## src/rtl/puf_auth_pkg.sv

```systemverilog
// Shared types and constants for the PUF authentication controller.
package puf_auth_pkg;

  localparam int unsigned RESP_W   = 8;
  localparam int unsigned VOTES    = 3;
  localparam int unsigned TO_CNT_W = 12;
  localparam int unsigned HD_W     = 4;
  localparam int unsigned STATUS_W = 2;
  localparam int unsigned ROUND_W  = 2;

  typedef enum logic [2:0] {
    S_IDLE,
    S_CLEAR,
    S_ISSUE,
    S_EVAL,
    S_DONE
  } state_e;

  typedef enum logic [STATUS_W-1:0] {
    ST_OK         = 2'd0,
    ST_TIMEOUT    = 2'd1,
    ST_UNENROLLED = 2'd2
  } status_e;

  // One enrollment record: issued challenge and its golden response.
  typedef struct packed {
    logic [RESP_W-1:0] chall;
    logic [RESP_W-1:0] resp;
  } slot_entry_t;

  // Bitwise 2-of-3 majority across repeated PUF reads.
  function automatic logic [RESP_W-1:0] maj3(input logic [RESP_W-1:0] a,
                                             input logic [RESP_W-1:0] b,
                                             input logic [RESP_W-1:0] c);
    return (a & b) | (a & c) | (b & c);
  endfunction

endpackage

```

## src/rtl/puf_auth_ctrl_if.sv

```systemverilog
// Host request/result signals plus the PUF macro link.
// slave: controller view; master: host/PUF environment view.
interface puf_auth_ctrl_if
  import puf_auth_pkg::*;
#(
  parameter int unsigned SLOTS = 4
) ();

  localparam int unsigned SLOT_W = $clog2(SLOTS);

  logic                start;
  logic                mode;
  logic [SLOT_W-1:0]   slot;
  logic [RESP_W-1:0]   chall;
  logic                busy;
  logic                done;
  logic                pass;
  logic [HD_W-1:0]     hd;
  logic [STATUS_W-1:0] status;
  logic                puf_rst;
  logic                puf_en;
  logic [RESP_W-1:0]   puf_chall;
  logic [RESP_W-1:0]   puf_response;
  logic                puf_ready;

  modport slave (
    input  start, mode, slot, chall, puf_response, puf_ready,
    output busy, done, pass, hd, status, puf_rst, puf_en, puf_chall
  );

  modport master (
    output start, mode, slot, chall, puf_response, puf_ready,
    input  busy, done, pass, hd, status, puf_rst, puf_en, puf_chall
  );

endinterface

```

## src/rtl/puf_hamming.sv

```systemverilog
// Combinational Hamming distance between a PUF response and its golden value.
module puf_hamming
  import puf_auth_pkg::*;
(
  input  logic [RESP_W-1:0] a_i,
  input  logic [RESP_W-1:0] b_i,
  output logic [HD_W-1:0]   hd_c_o
);

  logic [RESP_W-1:0] diff;

  assign diff = a_i ^ b_i;

  // Popcount of differing bits.
  always_comb begin
    hd_c_o = '0;
    for (int unsigned i = 0; i < RESP_W; i++) begin
      hd_c_o = hd_c_o + HD_W'(diff[i]);
    end
  end

endmodule

```

## src/rtl/puf_auth_ctrl.sv

```systemverilog
// PUF enrollment/authentication controller.
// Enroll stores {challenge, response} per slot; auth re-issues the stored
// challenge and grades the Hamming distance against THRESH.
// Optional macro PUF_AUTH_VOTE_EN: three read rounds per operation,
// combined by bitwise 2-of-3 majority.
module puf_auth_ctrl
  import puf_auth_pkg::*;
#(
  parameter int unsigned SLOTS   = 4,
  parameter int unsigned THRESH  = 1,
  parameter int unsigned TIMEOUT = 4095
) (
  input  logic                  clk,
  input  logic                  rst,
  puf_auth_ctrl_if.slave        bus
);

  localparam int unsigned SLOT_W = $clog2(SLOTS);
`ifdef PUF_AUTH_VOTE_EN
  localparam int unsigned N_ROUNDS = VOTES;
`else
  localparam int unsigned N_ROUNDS = 1;
`endif

  state_e              state_q, state_d;
  logic                mode_q, mode_d;
  logic [SLOT_W-1:0]   slot_q, slot_d;
  logic [RESP_W-1:0]   chall_q, chall_d;
  logic [TO_CNT_W-1:0] cnt_q, cnt_d;
  logic [ROUND_W-1:0]  round_q, round_d;
  logic [RESP_W-1:0]   resp_q [N_ROUNDS];
  logic [RESP_W-1:0]   resp_fin;
  logic                cap_en;
  logic                tbl_we;

  slot_entry_t         tbl_q [SLOTS];
  logic [SLOTS-1:0]    valid_q;

  logic                busy_q, busy_d;
  logic                done_q, done_d;
  logic                pass_q, pass_d;
  logic [HD_W-1:0]     hd_q, hd_d;
  logic [STATUS_W-1:0] status_q, status_d;
  logic                puf_rst_q, puf_rst_d;
  logic                puf_en_q, puf_en_d;
  logic [RESP_W-1:0]   puf_chall_q;
  logic [HD_W-1:0]     hd_c;

  // Final response seen by EVAL: single read or majority of three.
`ifdef PUF_AUTH_VOTE_EN
  assign resp_fin = maj3(resp_q[0], resp_q[1], resp_q[2]);
`else
  assign resp_fin = resp_q[0];
`endif

  puf_hamming u_hamming (
    .a_i    (resp_fin),
    .b_i    (tbl_q[slot_q].resp),
    .hd_c_o (hd_c)
  );

  // Next-state, datapath control and next values of registered outputs.
  always_comb begin
    state_d  = state_q;
    mode_d   = mode_q;
    slot_d   = slot_q;
    chall_d  = chall_q;
    cnt_d    = cnt_q;
    round_d  = round_q;
    cap_en   = 1'b0;
    tbl_we   = 1'b0;
    pass_d   = pass_q;
    hd_d     = hd_q;
    status_d = status_q;

    case (state_q)
      S_IDLE: begin
        if (bus.start) begin
          mode_d  = bus.mode;
          slot_d  = bus.slot;
          chall_d = bus.mode ? bus.chall : tbl_q[bus.slot].chall;
          round_d = '0;
          if (!bus.mode && !valid_q[bus.slot]) begin
            pass_d   = 1'b0;
            hd_d     = '0;
            status_d = ST_UNENROLLED;
            state_d  = S_DONE;
          end else begin
            state_d  = S_CLEAR;
          end
        end
      end
      S_CLEAR: begin
        cnt_d   = '0;
        state_d = S_ISSUE;
      end
      S_ISSUE: begin
        cnt_d = cnt_q + TO_CNT_W'(1);
        if (bus.puf_ready) begin
          cap_en = 1'b1;
          if (round_q == ROUND_W'(N_ROUNDS - 1)) begin
            state_d = S_EVAL;
          end else begin
            round_d = round_q + ROUND_W'(1);
            state_d = S_CLEAR;
          end
        end else if (cnt_q == TO_CNT_W'(TIMEOUT - 1)) begin
          pass_d   = 1'b0;
          status_d = ST_TIMEOUT;
          state_d  = S_DONE;
        end
      end
      S_EVAL: begin
        if (mode_q) begin
          tbl_we = 1'b1;
          pass_d = 1'b1;
          hd_d   = '0;
        end else begin
          hd_d   = hd_c;
          pass_d = (hd_c <= HD_W'(THRESH));
        end
        status_d = ST_OK;
        state_d  = S_DONE;
      end
      S_DONE: begin
        state_d = S_IDLE;
      end
      default: begin
        state_d = S_IDLE;
      end
    endcase

    busy_d    = (state_d != S_IDLE);
    done_d    = (state_d == S_DONE);
    puf_rst_d = (state_d == S_CLEAR);
    puf_en_d  = (state_d == S_ISSUE);
  end

  // State, operation context, captured responses and registered outputs.
  always_ff @(posedge clk or posedge rst) begin
    if (rst) begin
      state_q     <= S_IDLE;
      mode_q      <= 1'b0;
      slot_q      <= '0;
      chall_q     <= '0;
      cnt_q       <= '0;
      round_q     <= '0;
      valid_q     <= '0;
      busy_q      <= 1'b0;
      done_q      <= 1'b0;
      pass_q      <= 1'b0;
      hd_q        <= '0;
      status_q    <= ST_OK;
      puf_rst_q   <= 1'b0;
      puf_en_q    <= 1'b0;
      puf_chall_q <= '0;
      for (int unsigned i = 0; i < N_ROUNDS; i++) begin
        resp_q[i] <= '0;
      end
    end else begin
      state_q   <= state_d;
      mode_q    <= mode_d;
      slot_q    <= slot_d;
      chall_q   <= chall_d;
      cnt_q     <= cnt_d;
      round_q   <= round_d;
      busy_q    <= busy_d;
      done_q    <= done_d;
      pass_q    <= pass_d;
      hd_q      <= hd_d;
      status_q  <= status_d;
      puf_rst_q <= puf_rst_d;
      puf_en_q  <= puf_en_d;
      if (state_d == S_CLEAR) begin
        puf_chall_q <= chall_d;
      end
      if (tbl_we) begin
        valid_q[slot_q] <= 1'b1;
      end
      for (int unsigned i = 0; i < N_ROUNDS; i++) begin
        if (cap_en && (round_q == ROUND_W'(i))) begin
          resp_q[i] <= bus.puf_response;
        end
      end
    end
  end

  // Table payload; meaningful only where the valid bit is set.
  always_ff @(posedge clk) begin
    if (tbl_we) begin
      tbl_q[slot_q] <= '{chall: chall_q, resp: resp_fin};
    end
  end

  assign bus.busy      = busy_q;
  assign bus.done      = done_q;
  assign bus.pass      = pass_q;
  assign bus.hd        = hd_q;
  assign bus.status    = status_q;
  assign bus.puf_rst   = puf_rst_q;
  assign bus.puf_en    = puf_en_q;
  assign bus.puf_chall = puf_chall_q;

endmodule

```

## src/flat_wrapper.sv

```systemverilog
// flat-port wrapper written by rule: the top's interface ports become plain ports
module puf_auth_ctrl_flat import puf_auth_pkg::*;
#(
  parameter int unsigned SLOTS   = 4,
  parameter int unsigned THRESH  = 1,
  parameter int unsigned TIMEOUT = 4095
)
  (clk, rst, bus_start, bus_mode, bus_slot, bus_chall, bus_puf_response, bus_puf_ready, bus_busy, bus_done, bus_pass, bus_hd, bus_status, bus_puf_rst, bus_puf_en, bus_puf_chall);
  puf_auth_ctrl_if #(.SLOTS(SLOTS)) bus_i ();
  input  logic clk;
  input  logic rst;
  input wire logic [$bits(bus_i.start)-1:0] bus_start;
  input wire logic [$bits(bus_i.mode)-1:0] bus_mode;
  input wire logic [$bits(bus_i.slot)-1:0] bus_slot;
  input wire logic [$bits(bus_i.chall)-1:0] bus_chall;
  input wire logic [$bits(bus_i.puf_response)-1:0] bus_puf_response;
  input wire logic [$bits(bus_i.puf_ready)-1:0] bus_puf_ready;
  output wire logic [$bits(bus_i.busy)-1:0] bus_busy;
  output wire logic [$bits(bus_i.done)-1:0] bus_done;
  output wire logic [$bits(bus_i.pass)-1:0] bus_pass;
  output wire logic [$bits(bus_i.hd)-1:0] bus_hd;
  output wire logic [$bits(bus_i.status)-1:0] bus_status;
  output wire logic [$bits(bus_i.puf_rst)-1:0] bus_puf_rst;
  output wire logic [$bits(bus_i.puf_en)-1:0] bus_puf_en;
  output wire logic [$bits(bus_i.puf_chall)-1:0] bus_puf_chall;
  assign bus_i.start = bus_start;
  assign bus_i.mode = bus_mode;
  assign bus_i.slot = bus_slot;
  assign bus_i.chall = bus_chall;
  assign bus_i.puf_response = bus_puf_response;
  assign bus_i.puf_ready = bus_puf_ready;
  assign bus_busy = bus_i.busy;
  assign bus_done = bus_i.done;
  assign bus_pass = bus_i.pass;
  assign bus_hd = bus_i.hd;
  assign bus_status = bus_i.status;
  assign bus_puf_rst = bus_i.puf_rst;
  assign bus_puf_en = bus_i.puf_en;
  assign bus_puf_chall = bus_i.puf_chall;
  puf_auth_ctrl #(.SLOTS(SLOTS), .THRESH(THRESH), .TIMEOUT(TIMEOUT)) u_core (.clk(clk), .rst(rst), .bus(bus_i));
endmodule
```

## config.mk

```make
export PLATFORM = sky130hd
export DESIGN_NAME = puf_auth_ctrl_flat
export DESIGN_NICKNAME = d
export VERILOG_FILES = /design/src/rtl/puf_auth_pkg.sv /design/src/rtl/puf_auth_ctrl_if.sv /design/src/rtl/puf_hamming.sv /design/src/rtl/puf_auth_ctrl.sv /design/src/flat_wrapper.sv
export SDC_FILE = /design/constraint.sdc
export NUM_CORES = 1
export LEC_CHECK = 0
export CAP_MARGIN = 20
export CORE_MARGIN = 2
export CORE_UTILIZATION = 48
export CTS_CLUSTER_DIAMETER = 100
export DETAILED_ROUTE_END_ITERATION = 16
export HOLD_SLACK_MARGIN = 0.03
export PLACE_DENSITY = 0.68
export SLEW_MARGIN = 15
export SYNTH_ARGS = -nofsm -noshare
export SYNTH_HDL_FRONTEND = slang
export SYNTH_HIERARCHICAL = 1
export SYNTH_SLANG_ARGS = --single-unit
```

## constraint.sdc

```tcl
create_clock -name clk -period 6.8 [get_ports clk]
set_input_delay 2.04 -clock clk [delete_from_list [all_inputs] [get_ports clk]]
set_output_delay 2.04 -clock clk [all_outputs]
set_load 0.01 [all_outputs]
```

# == After elaboration in Yosys (flattened, before gate mapping) ==
# Memories as Yosys holds them, arrays and structs flattened.
# Cells that the tools add are included.
# word_totals
regBits,59
ramBits,64
in_bits,23
output_inout_bits,19
elab_cells,100
memories,1
# classes
add_sub_neg,9
order_cmp,4
n_eq_ne,13
muxes,39
n_bitwise,2
n_reduce_logical,16
# mem_list
memory,depth,word_bits,read_ports,rd_clocked_by_memory_dff,write_ports,line,source
u_core.tbl_q,4,16,2,0,1,puf_auth_ctrl.sv:36,slot_entry_t tbl_q [SLOTS];
# op_table
op,count
two-way mux 8 bit,3
case mux 12 bit (2 select lines),1
adder 4 x 1 -> 4 bit,4
two-way mux 2 bit,8
two-way mux 1 bit,13
"adder 12 x 1 -> 12 bit, second input constant",1
"== test 12 bit, second input constant",1
two-way mux 3 bit,4
two-way mux 4 bit,3
case mux 3 bit (4 select lines),1
"== test 3 x 2 -> 1 bit, second input constant",3
"!= test 2 bit, second input constant",4
case mux 4 bit (2 select lines),1
XOR 8 bit,1
"== test 3 x 1 -> 1 bit, second input constant",2
"less-than comparator 2 x 3 -> 1 bit, second input constant",2
case mux 2 bit (3 select lines),1
nonzero test 2 bit,3
nonzero test 3 bit,2
AND reduction 5 bit,1
adder 3 x 1 -> 4 bit,1
"less-or-equal comparator 4 x 1 -> 1 bit, second input constant",1
"!= test 2 x 1 -> 1 bit, second input constant",2
bitwise OR 4 bit,1
16 further kinds,19

# == Depth between registers and ports, before layout ==
# An unclocked memory read counts as a cell.
# depth
word_depth,12
depth_mapped,12
depth_no_buf,11

# == Hierarchy ==
# Netlist, hierarchy kept.
# by_module_without_submodules
mod,instances,cells_each,area_each_um2,seq_area_each_um2
puf_auth_ctrl,1,306,4958.5,3398.3
puf_hamming,1,22,222.7,0.0

# == Worst setup path before layout ==
# OpenSTA, ideal clock, no wires.
# synth_path
path_kind,reg-to-reg
start,register u_core.slot_q[0]
end,register u_core.pass_q (netlist: u_core/bus.pass)
setup_ns,0.120
t_arrival_ns,3.936
t_required_ns,6.680
path_slack_ns,2.744
stages_incl_launch_ff,13
path_buffers,1
period_less_slack_ns,4.056
path_cell_list,dfrtp_1 > clkbuf_1 > mux4_2 > xor2_1 > fa_1 > fa_1 > fa_1 > inv_1 > fa_1 > inv_1 > nor3_1 > o21a_1 > a31o_2
# synth_between
elab_chain_len,12
# synth_rtl
element,line,source
from (decl),puf_auth_ctrl.sv:27,"logic [SLOT_W-1:0] slot_q, slot_d;"
from (signal assigned),puf_auth_ctrl.sv:163,slot_q <= slot_d;
memory (4 x 16 bit) *,-,
XOR 8 bit *,puf_hamming.sv:12,assign diff = a_i ^ b_i;
adder 1 x 1 -> 2 bit,puf_hamming.sv:18,hd_c_o = hd_c_o + HD_W'(diff[i]);
adder 2 x 1 -> 3 bit,puf_hamming.sv:18,
adder 3 x 1 -> 4 bit,puf_hamming.sv:18,
adder 4 x 1 -> 4 bit (3 in series),puf_hamming.sv:18,
adder 4 x 1 -> 4 bit *,puf_hamming.sv:18,
named net u_core.hd_c[1],puf_auth_ctrl.sv:47,logic [HD_W-1:0] hd_c;
less-or-equal comparator 4 x 1 -> 1 bit *,puf_auth_ctrl.sv:120,pass_d = (hd_c <= HD_W'(THRESH));
two-way mux 1 bit *,puf_auth_ctrl.sv:114,if (mode_q) begin
case mux 1 bit (3 select lines) *,puf_auth_ctrl.sv:76,case (state_q)
to (signal assigned),puf_auth_ctrl.sv:169,pass_q <= pass_d;
to (decl),puf_auth_ctrl.sv:41,"logic pass_q, pass_d;"
# The timed path passes the listed nets; every way through them passes the cells marked *.
# A chain may end at the register's enable or synchronous reset.

# == Worst setup path in the final report ==
# Ends and elaborated chain as after synthesis.

==> flow_metrics.py <==
metrics = {
    "placement": {
        "post-place-cells": 495,
        "place_ws_ns": 2.42,
        "gp_congestion": 0.734,
        "post-dp-hpwl_um": 5850,
        "port-buffer-count": 41,
    },
    "worst_setup_path": {
        "worst-path-buf-inv": 2,
        "slowest_stage": "dfrtp_1",
        "required_ns": 7.20,
        "cp_data_arrival_time_ns": 4.66,
        "end_kind": "flop",
        "cp_max_fo": 13,
        "cp_common_cell": "fa_1",
        "crit_chain": "mux4_2, xor2_1, fa_1, fa_1, fa_1, inv_1, fa_1, inv_1, nor3_1, o21a_1, a31o_2",
        "cp-start-kind": "flop",
        "cpLargestDelayFamily": "adder cells",
        "path_class": "flop to flop",
        "critical_path.max_stage_delay_ns": 0.82,
    },
    "floorplan": {
        "top_level_ports": 42,
        "die_area_um2": 11600,
        "die_w_um": 108,
        "start_util_pct": 49.7,
        "fp-row-count": 37,
        "die-height_um": 108,
        "core_um2": 10400,
    },
    "timing": {
        "fmax_ghz": 0.235,
        "final-hold-violation-count": 0,
        "finalCriticalPeriod_ns": 4.26,
        "worst_pin_slew_ns": 1.03,
        "timing.final.crit_share_pct": 62.6,
        "setup_viol": 0,
        "fin_setup_tns_ns": 0,
        "clock-skew-final_ns": 0.0102,
        "slew_headroom_pct": 31.1,
        "worst_slack_ns": 2.54,
        "drv_slew": 0,
        "grt_setup_unrepaired": "no",
    },
    "clock_network": {
        "clk_pin_slew_ns": 0.06,
        "post_cts_resize_count": 0,
        "clkLatencyLatePin_ns": 0.51,
        "cts_sinks": 123,
        "cts_buffers": 17,
        "clockBufferDepth": 2,
        "htree_levels": 4,
        "cts_hold_buf": 0,
        "post_cts_buffers": 0,
        "tritoncts": "built",
        "cts_root_buffer": "clkbuf_8",
    },
    "global_routing": {
        "grt-ovfl-total": 0,
        "grt_pass1_vias": 3016,
        "antenna_found_initial": 0,
        "grt_pass1_wl_um": 15800,
        "grt_usage_pct": 18.4,
        "grt_max_degree": 60,
    },
    "synth": {
        "synth-edff-count": 64,
        "ys_ff_latch": 123,
        "yosys.cell_types.count": 50,
        "yosysTopAreaCell": "edfxtp_1",
        "syn_area_um2": 5180,
        "syn-num-nets": 361,
        "synthCells": 328,
        "ys.flop_type": "edfxtp_1",
        "ys_warn_count": 6,
        "synthTopCellsByArea": "edfxtp_1 (37%), dfrtp_1 (28%), mux4_2 (7.0%)",
        "ys_seq_area_share_pct": 65.6,
        "synth_top_cell_area_share_pct": 37.1,
        "synth_async_sr_flop_share_pct": 48.0,
        "syn_area_per_cell_um2": 15.8,
    },
    "finish": {
        "drive_above_1_share_pct": 19.0,
        "area_delta_synth_final_pct": 21.7,
        "n_fill_cell": 787,
        "final_nets": 411,
        "antennaDiodeCount": 0,
        "stdcell_count": 526,
    },
    "drt": {
        "wire_per_inst_um": 18.1,
        "postRouteAntennaNets": 0,
        "finalWirelength_um": 9530,
        "first_iter_violations": 168,
        "firstDrtPassIters": 4,
        "vias_per_cell": 5.42,
        "num_vias": 2851,
        "drc": 0,
    },
    "power_and_ir_drop": {
        "p_leak_nw": 2.48,
        "p_per_area_nw_per_um2": 483,
        "max-vdd-ir-drop_mv": 0.275,
    },
    "hold_path": {
        "hold_path.class": "flop to flop",
    },
    "status": {
        "outcome": "completed",
    },
    "flow_run": {
        "max-cap-violations": 0,
    },
}
-- power breakdown --
group | internal (mW) | switching [mW] | leakage, nW
Clock | 0.599 | 0.300 | 0.286
Combinational | 0.494 | 0.496 | 0.888
Sequential | 0.986 | 0.172 | 1.31
-- cells in the final DEF, fill, tap and decap left out, types with 5 or more instances in the layout --
cell / netlist / routed
a21oi_1: 10 / 10
edfxtp_1: 64 / 64
or2_2: 5 / 5
xor2_1: 9 / 9
nand2_1: 29 / 29
a22o_1: 6 / 6
mux4_2: 16 / 16
mux2i_1: 17 / 17
nor2_1: 12 / 12
dfrtp_1: 59 / 59
nand3_1: 6 / 6
inv_1: 12 / 11
o21ai_0: 5 / 5
mux2_2: 9 / 9
ha_1: 6 / 6
clkdlybuf4s50_1: 0 / 41
clkbuf_16: 0 / 16
mux2_1: 8 / 8
-- metrics by stage --
stage / area (um2) / utilization, % / hold WS (ns) / total power [mW]
6_report: 6300 / 60.5 / 0.466 / 3.05
2_1_floorplan: 5180 / - / 0.439 / 1.85
5_1_grt: 6300 / 60.5 / 0.481 / 3.26
4_1_cts: 6300 / 60.5 / 0.467 / 3.08
3_3_place_gp: 5710 / 54.9 / 0.461 / 2.14
3_5_place_dp: 5710 / 54.9 / 0.454 / 2.17
-- sequential cells by signal, summed over array words and instances (netlist names) --
signal                count
u_core/bus.hd             4
u_core/round_q            2
u_core/slot_q             2
u_core/bus.status         2
u_core/bus.pass           1
u_core/tbl_q             64
u_core/valid_q            4
u_core/bus.busy           1
u_core/mode_q             1
u_core/bus.puf_chall      8
u_core/state_q            3
u_core/bus.done           1
u_core/bus.puf_rst        1
u_core/resp_fin           8
u_core/chall_q            8
u_core/bus.puf_en         1
u_core/cnt_q             12
-- worst paths after layout --
kind / cells after the start / start / endpoint / slack [ns]
setup / recovery: 11 / u_core/slot_q[0]$_DFFE_PP0P_ / u_core/bus.pass$_DFFE_PP0P_ / 2.54
hold / removal: 1 / u_core/valid_q[0]$_DFFE_PP0P_ / u_core/valid_q[0]$_DFFE_PP0P_ / 0.47
setup reg to reg: 11 / u_core/slot_q[0]$_DFFE_PP0P_ / u_core/bus.pass$_DFFE_PP0P_ / 2.54
hold reg to reg: 1 / u_core/valid_q[0]$_DFFE_PP0P_ / u_core/valid_q[0]$_DFFE_PP0P_ / 0.47
max in group asynchronous: 3 / rst / u_core/round_q[1]$_DFFE_PP0P_ / 4.19
min in group asynchronous: 3 / rst / u_core/chall_q[0]$_DFF_PP0_ / 2.06
-- worst reg2reg max path, delay by kind of cell, from the launching register on --
kind,cells,cell delay [ns]
buffers and inverters,2,0.16
multiplexers,1,0.60
adder cells (fa/ha/maj),4,1.95
XOR/XNOR,1,0.19
AO/OA/AOI/OAI,2,0.37
AND/OR/NAND/NOR,1,0.05
flip-flops,1,0.82
-- cells by family after synthesis --
family,after synthesis,synth area share (%)
and+or+nand+nor,78,8.21
AOI/OAI and AO/OA,33,4.73
xor gates and xnor gates,10,1.69
adders and majority gates,10,2.99
DFF,123,65.6
muxes,50,13.9
buffers and inverters,24,2.85
-- Yosys cell counts, types with 2 or more instances --
| cell type | count |
|---|---|
| edfxtp_1 | 64 |
| dfrtp_1 | 59 |
| nand2_1 | 29 |
| mux2i_1 | 17 |
| mux4_2 | 16 |
| inv_1 | 12 |
| nor2_1 | 12 |
| a21oi_1 | 10 |
| mux2_2 | 9 |
| xor2_1 | 9 |
| mux2_1 | 8 |
| a22o_1 | 6 |
| ha_1 | 6 |
| nand3_1 | 6 |
| clkbuf_1 | 5 |
| o21ai_0 | 5 |
| or2_2 | 5 |
| fa_1 | 4 |
| nand4_1 | 4 |
| and4_1 | 3 |
| clkbuf_8 | 3 |
| nor3b_1 | 3 |
| buf_6 | 2 |
| nor2b_1 | 2 |
| nor3_1 | 2 |
| o311ai_0 | 2 |
| o41ai_1 | 2 |
-- layout make-up --
cell class	count	area [um2]	share of cell area [%]
inverter	12	45.0	0.715
sequential	123	3400	53.9
multi-input combinational	181	1680	26.6
tap	136	170	2.70
clock buffer	22	443	7.03
timing repair buffer	43	425	6.75
clock inverter	9	146	2.32
-- metal layers --
layer / GRT usage, % / vias to the layer above / routed length [um]
li1: - / 1328 / -
met1: 24.7 / 1461 / 4310
met2: 28.8 / 55 / 4750
met3: 5.87 / 7 / 400
met4: 5.86 / 0 / 76
met5: 0 / - / 0
(Power assumes the default switching activity.)
